<file path="src/rtl/hartslag_regelaar.sv">
// Heart-rate measurement controller: synchronises the beat pulse, applies a refractory
// filter, counts accepted beats per fixed window and publishes one count per window.
module hartslag_regelaar #(
    parameter int WINDOW_CYCLES   = 50_000_000,
    parameter int MIN_GAP         = 4,
    parameter int TIMEOUT_WINDOWS = 3
) (
    input  logic       clk_i,
    input  logic       rst_ni,
    input  logic       start_i,
    input  logic       stop_i,
    input  logic       ingang_i,
    output logic [7:0] uitvoer_o,
    output logic       geldig_o,
    output logic       bezig_o,
    output logic       overloop_o,
    output logic       alarm_o
);
    typedef enum logic [1:0] {S_IDLE, S_MEASURE, S_PUBLISH} state_t;

    localparam int                GAP_W      = $clog2(MIN_GAP + 1);
    localparam int                ZERO_W     = $clog2(TIMEOUT_WINDOWS + 1);
    localparam logic [27:0]       WIN_LAST   = 28'(WINDOW_CYCLES - 1);
    localparam logic [GAP_W-1:0]  GAP_RELOAD = GAP_W'(MIN_GAP - 1);
    localparam logic [ZERO_W-1:0] ZERO_MAX   = ZERO_W'(TIMEOUT_WINDOWS);

    state_t            state_q, state_d;
    logic              sync1_q, sync2_q, hist_q, strobe_q;
    logic [27:0]       win_q, win_d;
    logic [7:0]        count_q, count_d, cnt_inc;
    logic              sat_q, sat_d, sat_inc;
    logic [GAP_W-1:0]  gap_q, gap_d;
    logic [ZERO_W-1:0] zero_q, zero_d;
    logic [7:0]        uitvoer_q, uitvoer_d;
    logic              overloop_q, overloop_d;
    logic              alarm_q, alarm_d;
    logic              accept;

    // Two-flop synchroniser followed by a registered rising-edge detector.
    always_ff @(posedge clk_i or negedge rst_ni) begin
        if (!rst_ni) begin
            sync1_q  <= 1'b0;
            sync2_q  <= 1'b0;
            hist_q   <= 1'b0;
            strobe_q <= 1'b0;
        end else begin
            sync1_q  <= ingang_i;
            sync2_q  <= sync1_q;
            hist_q   <= sync2_q;
            strobe_q <= sync2_q & ~hist_q;
        end
    end

    always_ff @(posedge clk_i or negedge rst_ni) begin
        if (!rst_ni) begin
            state_q    <= S_IDLE;
            win_q      <= '0;
            count_q    <= '0;
            sat_q      <= 1'b0;
            gap_q      <= '0;
            zero_q     <= '0;
            uitvoer_q  <= '0;
            overloop_q <= 1'b0;
            alarm_q    <= 1'b0;
        end else begin
            state_q    <= state_d;
            win_q      <= win_d;
            count_q    <= count_d;
            sat_q      <= sat_d;
            gap_q      <= gap_d;
            zero_q     <= zero_d;
            uitvoer_q  <= uitvoer_d;
            overloop_q <= overloop_d;
            alarm_q    <= alarm_d;
        end
    end

    always_comb begin
        state_d    = state_q;
        win_d      = win_q;
        count_d    = count_q;
        sat_d      = sat_q;
        gap_d      = gap_q;
        zero_d     = zero_q;
        uitvoer_d  = uitvoer_q;
        overloop_d = overloop_q;
        alarm_d    = alarm_q;

        accept  = strobe_q && (gap_q == '0) && (state_q != S_IDLE);
        cnt_inc = count_q;
        sat_inc = sat_q;
        if (accept) begin
            if (count_q == 8'hFF) sat_inc = 1'b1;
            else                  cnt_inc = count_q + 8'd1;
        end

        // The refractory timer keeps running across window boundaries and rests only in IDLE.
        if (state_q == S_IDLE)  gap_d = '0;
        else if (accept)        gap_d = GAP_RELOAD;
        else if (gap_q != '0)   gap_d = gap_q - GAP_W'(1);

        case (state_q)
            S_IDLE: begin
                if (start_i && !stop_i) begin
                    state_d = S_MEASURE;
                    win_d   = '0;
                    count_d = '0;
                    sat_d   = 1'b0;
                    zero_d  = '0;
                    alarm_d = 1'b0;
                end
            end
            S_MEASURE: begin
                if (stop_i) begin
                    state_d = S_IDLE;
                    win_d   = '0;
                    count_d = '0;
                    sat_d   = 1'b0;
                end else if (win_q == WIN_LAST) begin
                    state_d    = S_PUBLISH;
                    win_d      = '0;
                    count_d    = '0;
                    sat_d      = 1'b0;
                    uitvoer_d  = cnt_inc;
                    overloop_d = sat_inc;
                    if (cnt_inc == 8'd0)
                        zero_d = (zero_q == ZERO_MAX) ? zero_q : zero_q + ZERO_W'(1);
                    else
                        zero_d = '0;
                    alarm_d = (zero_d == ZERO_MAX);
                end else begin
                    win_d   = win_q + 28'd1;
                    count_d = cnt_inc;
                    sat_d   = sat_inc;
                end
            end
            S_PUBLISH: begin
                // A beat taken here already belongs to the next window.
                if (stop_i) begin
                    state_d = S_IDLE;
                    count_d = '0;
                    sat_d   = 1'b0;
                end else begin
                    state_d = S_MEASURE;
                    count_d = cnt_inc;
                    sat_d   = sat_inc;
                end
            end
            default: state_d = S_IDLE;
        endcase
    end

    assign uitvoer_o  = uitvoer_q;
    assign geldig_o   = (state_q == S_PUBLISH);
    assign bezig_o    = (state_q != S_IDLE);
    assign overloop_o = overloop_q;
    assign alarm_o    = alarm_q;
endmodule

</file>
<file path="config.mk">
export PLATFORM = sky130hd
export DESIGN_NAME = hartslag_regelaar
export DESIGN_NICKNAME = d
export VERILOG_FILES = /design/src/rtl/hartslag_regelaar.sv
export SDC_FILE = /design/constraint.sdc
export NUM_CORES = 1
export LEC_CHECK = 0
export CORE_ASPECT_RATIO = 1.75
export CORE_MARGIN = 2
export CORE_UTILIZATION = 60
export CTS_CLUSTER_SIZE = 14
export DETAILED_ROUTE_END_ITERATION = 6
export PLACE_DENSITY_LB_ADDON = 0.05
export SKIP_LAST_GASP = 1
export SLEW_MARGIN = 20
export SYNTH_ARGS = -nofsm -noshare
export SYNTH_HDL_FRONTEND = slang
export SYNTH_SLANG_ARGS = --single-unit
</file>
<file path="constraint.sdc">
create_clock -name clk_i -period 5.7 [get_ports clk_i]
set_input_delay 0.57 -clock clk_i [delete_from_list [all_inputs] [get_ports clk_i]]
set_output_delay 0.57 -clock clk_i [all_outputs]
set_load 0.01 [all_outputs]
</file>
=== Yosys cells after proc, flatten, opt, wreduce, memory -nomap -nowiden ===
Cells that the tools add are included.

* Memory bits (read-only): 0
* Flip-flop bits (word level): 58
* Memories: 0
* Logic and storage cells: 85
* Bits in latches: 0
* Output and inout port bits: 12
* Input port bits: 5
* RAM bits: 0

* $lt $le $gt $ge: 0
* Equal/unequal tests: 10
* Add/sub/neg operators: 4
* Shifts and indexed selects: 0
* $mul: 0
* Multiplexer cells: 38
* Reduce and logical (&&, ||, !) cells: 17
* Div/mod/pow operators: 0
* Bitwise operators: 3

{| class="wikitable"
|+ Operator list
! cell !! count
|-
| 2-to-1 mux 28 bit || 3
|-
| case mux 28 bit (2 select lines) || 1
|-
| 2-to-1 mux 8 bit || 6
|-
| adder 28 x 1 -> 28 bit, second input constant || 1
|-
| equality test 28 x 26 -> 1 bit, second input constant || 1
|-
| case mux 8 bit (3 select lines) || 1
|-
| 2-to-1 mux 2 bit || 11
|-
| 2-to-1 mux 1 bit || 9
|-
| 2-to-1 mux 3 bit || 3
|-
| nonzero test 3 bit || 3
|-
| adder 8 x 1 -> 8 bit, second input constant || 1
|-
| equality test 8 bit, second input constant || 1
|-
| logical NOT 8 bit || 1
|-
| equality test 2 bit, second input constant || 3
|-
| case mux 2 bit (3 select lines) || 1
|-
| AND reduction 2 bit || 3
|-
| inequality test 2 bit, second input constant || 2
|-
| case mux 2 bit (2 select lines) || 1
|-
| AND reduction 4 bit || 1
|-
| nonzero test 2 bit || 2
|-
| logical AND 1 bit || 3
|-
| logical NOT 3 bit || 1
|-
| inequality test 3 bit, second input constant || 1
|-
| case mux 1 bit (3 select lines) || 1
|-
| 10 further kinds || 11
|}

=== Depth between registers and ports, before layout ===
* Depth after elaboration: 13
* Depth in mapped cells: 9
* Depth with buffers taken out: 9

=== Least setup slack after synthesis ===
No wires, ideal clock.

* Kind: reg-to-reg
* Start: reg state_q[0]
* End: reg zero_q[1]
* Clock period less this slack: 2.193 ns
* Path slack: 3.507 ns
* Setup time: 0.087 ns
* Data required time: 5.613 ns
* Stages on the path, launching flop included: 9
* Arrival time: 2.106 ns
* Buffers on the path: 0
* Cells stage by stage: dfrtp_1 > inv_1 > ha_1 > nand3b_4 > a31o_1 > mux2_2 > a2111oi_2 > nand3_1 > a22oi_1

* Word-level cells in the longest chain between the ends: 11
* Elaborated cells on any way between the ends: 18
* Classes of those cells: 4 x eq/ne; 8 x mux; 6 x reduce/logical

{| class="wikitable"
|+ Ends and longest elaborated chain
! item !! RTL line !! RTL
|-
| start, declared || 27 || <nowiki>state_t state_q, state_d;</nowiki>
|-
| start signal, assigned || 66 || <nowiki>state_q <= state_d;</nowiki>
|-
| nonzero test 2 bit || 89 || <nowiki>accept = strobe_q && (gap_q == '0) && (state_q != S_IDLE);</nowiki>
|-
| logical AND 1 bit || 89 ||
|-
| 2-to-1 mux 8 bit || 92 || <nowiki>if (accept) begin</nowiki>
|-
| logical NOT 8 bit || 126 || <nowiki>if (cnt_inc == 8'd0)</nowiki>
|-
| 2-to-1 mux 2 bit || 126 ||
|-
| 2-to-1 mux 2 bit || 119 || <nowiki>end else if (win_q == WIN_LAST) begin</nowiki>
|-
| 2-to-1 mux 2 bit || 114 || <nowiki>if (stop_i) begin</nowiki>
|-
| 2-to-1 mux 2 bit || 102 || <nowiki>case (state_q)</nowiki>
|-
| 2-to-1 mux 2 bit || 119 ||
|-
| 2-to-1 mux 2 bit || 114 ||
|-
| case mux 2 bit (2 select lines) || 102 ||
|-
| end signal, assigned || 71 || <nowiki>zero_q <= zero_d;</nowiki>
|-
| end, declared || 33 || <nowiki>logic [ZERO_W-1:0] zero_q, zero_d;</nowiki>
|}

Parallel ways exist; a longest one is shown, timed or not. The select of a mux whose other input is x is not followed.
A chain may end at the register's enable or synchronous reset.

=== Final worst setup path ===
* Start: reg state_q[1]
* End: reg win_q[24]

* Word-level cells in the longest chain between the ends: 3
* Elaborated cells on any way between the ends: 6
* Classes of those cells: 2 x eq/ne; 1 x mux; 3 x reduce/logical

{| class="wikitable"
|+ Ends and longest elaborated chain
! item !! RTL line !! RTL
|-
| logical NOT 2 bit / equality test 2 x 1 -> 1 bit (equally long branches) || 102 ||
|-
| inequality test 2 x 1 -> 1 bit (no line) / nonzero test 2 bit (equally long branches) || -- ||
|-
| AND reduction 2 bit (no line) || -- ||
|-
| end signal, assigned || 67 || <nowiki>win_q <= win_d;</nowiki>
|-
| end, declared || 29 || <nowiki>logic [27:0] win_q, win_d;</nowiki>
|}

Parallel ways exist; a longest one is shown, timed or not.

==> flow_summary.yaml <==
final_layout:
  finalInstanceArea_mm2: 0.003486
  final_core_util_pct: 70.04
  final_common_cell: "dfrtp_1"
  diodes: 0
  layout_common_cells: "dfrtp_1, nand2_1, nor2_1, xor2_1, o21ai_0"
  areaGrowthSynthToFinish_pct: 12.75
  drive_gt1_share_pct: 9.091
  fin_nets: 350
sta:
  relSlewSlack_pct: 34.53
  hold_ws_ns: 0.3519
  tightest_slew_ns: 0.9811
  min_period_over_period_pct: 49.74
  final_max_slew_viol_count: 0
  setup-tns-final_ns: 0
  finalHoldViolations: 0
  finalSetupViolations: 0
  period_needed_ns: 2.835
  max_freq_mhz: 352.7
  rsz0062_at_grt: "false"
  fin_ws_ns: 2.865
  clock_skew_ns: 0.005632
logic_synthesis:
  synth_top_area_share_pct: 46.94
  syn_avg_cell_area_um2: 9.722
  seq_area_frac_synth_pct: 46.94
  syn_nets: 331
  syn_area_mm2: 0.003092
  synth_flop_cell: "dfrtp_1"
  ys_async_sr_fraction_pct: 100.0
  synth_cells: 318
  yosys_register_bits: 58
  ys_types: 53
  synth_area_leaders: "dfrtp_1, xor2_1, nand2_1"
  synth_top_cell_by_area: "dfrtp_1"
  ys_warn_count: 0
  synth_enable_flop_cells: 0
global_routing:
  antenna_found_initial: 0
  grtUsageTotal_pct: 25.50
  grt_max_degree: 59
  grt_overflow_total: 0
  grt_pass1_wl_um: 11110
  grt_pass1_vias: 2329
setup_path:
  cp-start-kind: "flop"
  crit_path_end_kind: "flop"
  worstReg2RegStart: "state_q[1]"
  reg2reg_to: "win_q[24]"
  arrival_ns: 3.10
  crit_type: "flop to flop"
  cp.required_ns: 5.96
  cp_max_fo: 15
  worst-r2r-setup-slack_ns: 2.86
  critPathLaunch: "state_q[1]"
  reg2reg_depth: 8
cts:
  cts_buffers: 9
  hold_buffers: 0
  cts_resized: 0
  cts.clk_slew.worst_paths_ns: 0.06
  cts_tree: "done"
  cts_buffer_depth: 2
  root_buffer: "clkbuf_8"
  cts_sinks: 58
  htree_levels: 3
  post_cts_buffers: 0
  clk_latency_ns: 0.34
floorplan:
  io_pins: 17
  dieHeight_um: 98.96
  rows: 34
  dieArea_mm2: 0.005766
  die_w_um: 58.27
  start_util_pct: 62.12
  fp.coreArea_mm2: 0.004977
placement:
  placed_cell_area_mm2: 0.003282
  gp_congestion: 0.8342
  pre_cts_ws_ns: 2.763
  hpwl_um: 4560
  port_buffers: 16
pwr:
  p_sw_uw: 346.3
  pwr-share-comb_pct: 22.6
  internal_power_uw: 741.2
  ir_drop_uv: 300.5
  pwr_density_cell_mw_per_mm2: 312.0
  seqPwrFrac_pct: 40.9
  p_clk_share_pct: 36.5
  cellLeakagePower_uw: 0.001527
  swShare_pct: 31.84
routing:
  viasPerCell: 5.952
  first_pass_iters: 4
  drc: 0
  vias: 2351
  wl_per_cell_um: 16.11
  dr.first_iter.drc_count: 171
  ant_nets: 0
  wirelength_um: 6362
hold_path:
  min_path_type: "primary input to asynchronous set/reset pin"
flow_run:
  cap_viol_max_count: 0
status:
  status: "complete, no violations"
-- worst max-delay path, stage by stage, from the launching register on --
cell and delay, ns:
dfrtp_1 0.42, inv_1 0.09, ha_1 0.54, nor2_1 0.21, a2111oi_2 0.49, and2_1 0.35
nand3_2 0.17, or3_1 0.33, a21oi_1 0.14
-- cells by family after synthesis --
kind of cell / after synthesis / share of synthesized area [%]
buffers and inverters: 22 / 2.873
AO/OA/AOI/OAI: 62 / 14.53
XOR/XNOR: 24 / 6.799
flip-flops: 58 / 46.94
AND/OR/NAND/NOR: 139 / 23.92
multiplexers: 5 / 1.700
adder cells (fa/ha/maj): 8 / 3.238
-- metrics by stage --
step / instances / power, uW
after floorplan: 318 / 638.0
after global placement: 380 / 694.3
after detailed placement: 380 / 698.1
after CTS: 395 / 1094
after global routing: 395 / 1149
final: 395 / 1088
-- how the worst max path moves through the flow --
stage	end	depth (start not counted)
2_1_floorplan	zero_q[1]	8
3_3_place_gp	win_q[22]	7
3_5_place_dp	win_q[22]	7
4_1_cts	win_q[24]	8
5_1_grt	win_q[22]	8
6_report	win_q[24]	8
-- cell type report --
class | count | area (um2)
Tap cell | 54 | 67.56
Fill cell | 395 | 1491
Clock inverter | 2 | 35.03
Sequential cell | 58 | 1451
Clock buffer | 13 | 168.9
Multi-Input combinational cell | 238 | 1551
Inverter | 13 | 48.80
Timing Repair Buffer | 17 | 162.7
-- synthesized netlist by cell type, types with 2 or more instances --
| cell | number |
|---|---|
| ha_1 | 8 |
| a2111oi_2 | 2 |
| o2bb2ai_1 | 3 |
| mux2i_1 | 3 |
| nor2_1 | 34 |
| o31ai_1 | 5 |
| inv_1 | 13 |
| a31oi_1 | 7 |
| a21oi_1 | 10 |
| nor3_1 | 2 |
| dfrtp_1 | 58 |
| a211oi_1 | 2 |
| nor2b_1 | 6 |
| and2_1 | 3 |
| nor4_1 | 4 |
| nand2b_1 | 2 |
| nand3_1 | 14 |
| and4_1 | 4 |
| or3_1 | 5 |
| and3_1 | 9 |
| mux2_2 | 2 |
| clkbuf_1 | 6 |
| nand2_1 | 36 |
| o21a_1 | 2 |
| o21ai_0 | 16 |
| xor2_1 | 20 |
| buf_2 | 2 |
| xnor2_1 | 4 |
| nand4_1 | 9 |
| a21o_1 | 4 |
-- state kept, by name (all words and copies together) (netlist names) --
register	flops
count_q	8
uitvoer_o	8
zero_q	2
sync1_q	1
strobe_q	1
alarm_o	1
hist_q	1
win_q	28
sync2_q	1
overloop_o	1
state_q	2
gap_q	3
sat_q	1
-- power by group through the flow --
| stage | Combinational (uW) | Sequential (uW) | Clock, uW |
|---|---|---|---|
| floorplan | 189 | 449 | 0 |
| global placement | 243 | 452 | 0 |
| detailed placement | 246 | 452 | 0 |
| CTS | 248 | 445 | 401 |
| global route | 280 | 447 | 422 |
| finish | 246 | 445 | 397 |
-- layer usage --
layer	wire, um	part of all wire [%]	up-vias	global-route usage, %
met1	2609	41	1140	30.74
met3	146	2.3	14	6.430
met2	3447	54	34	42.09
li1	-	-	1163	-
met4	158	2.5	0	11.27
met5	0	0	-	0
Power figures use the tool's default switching activity.
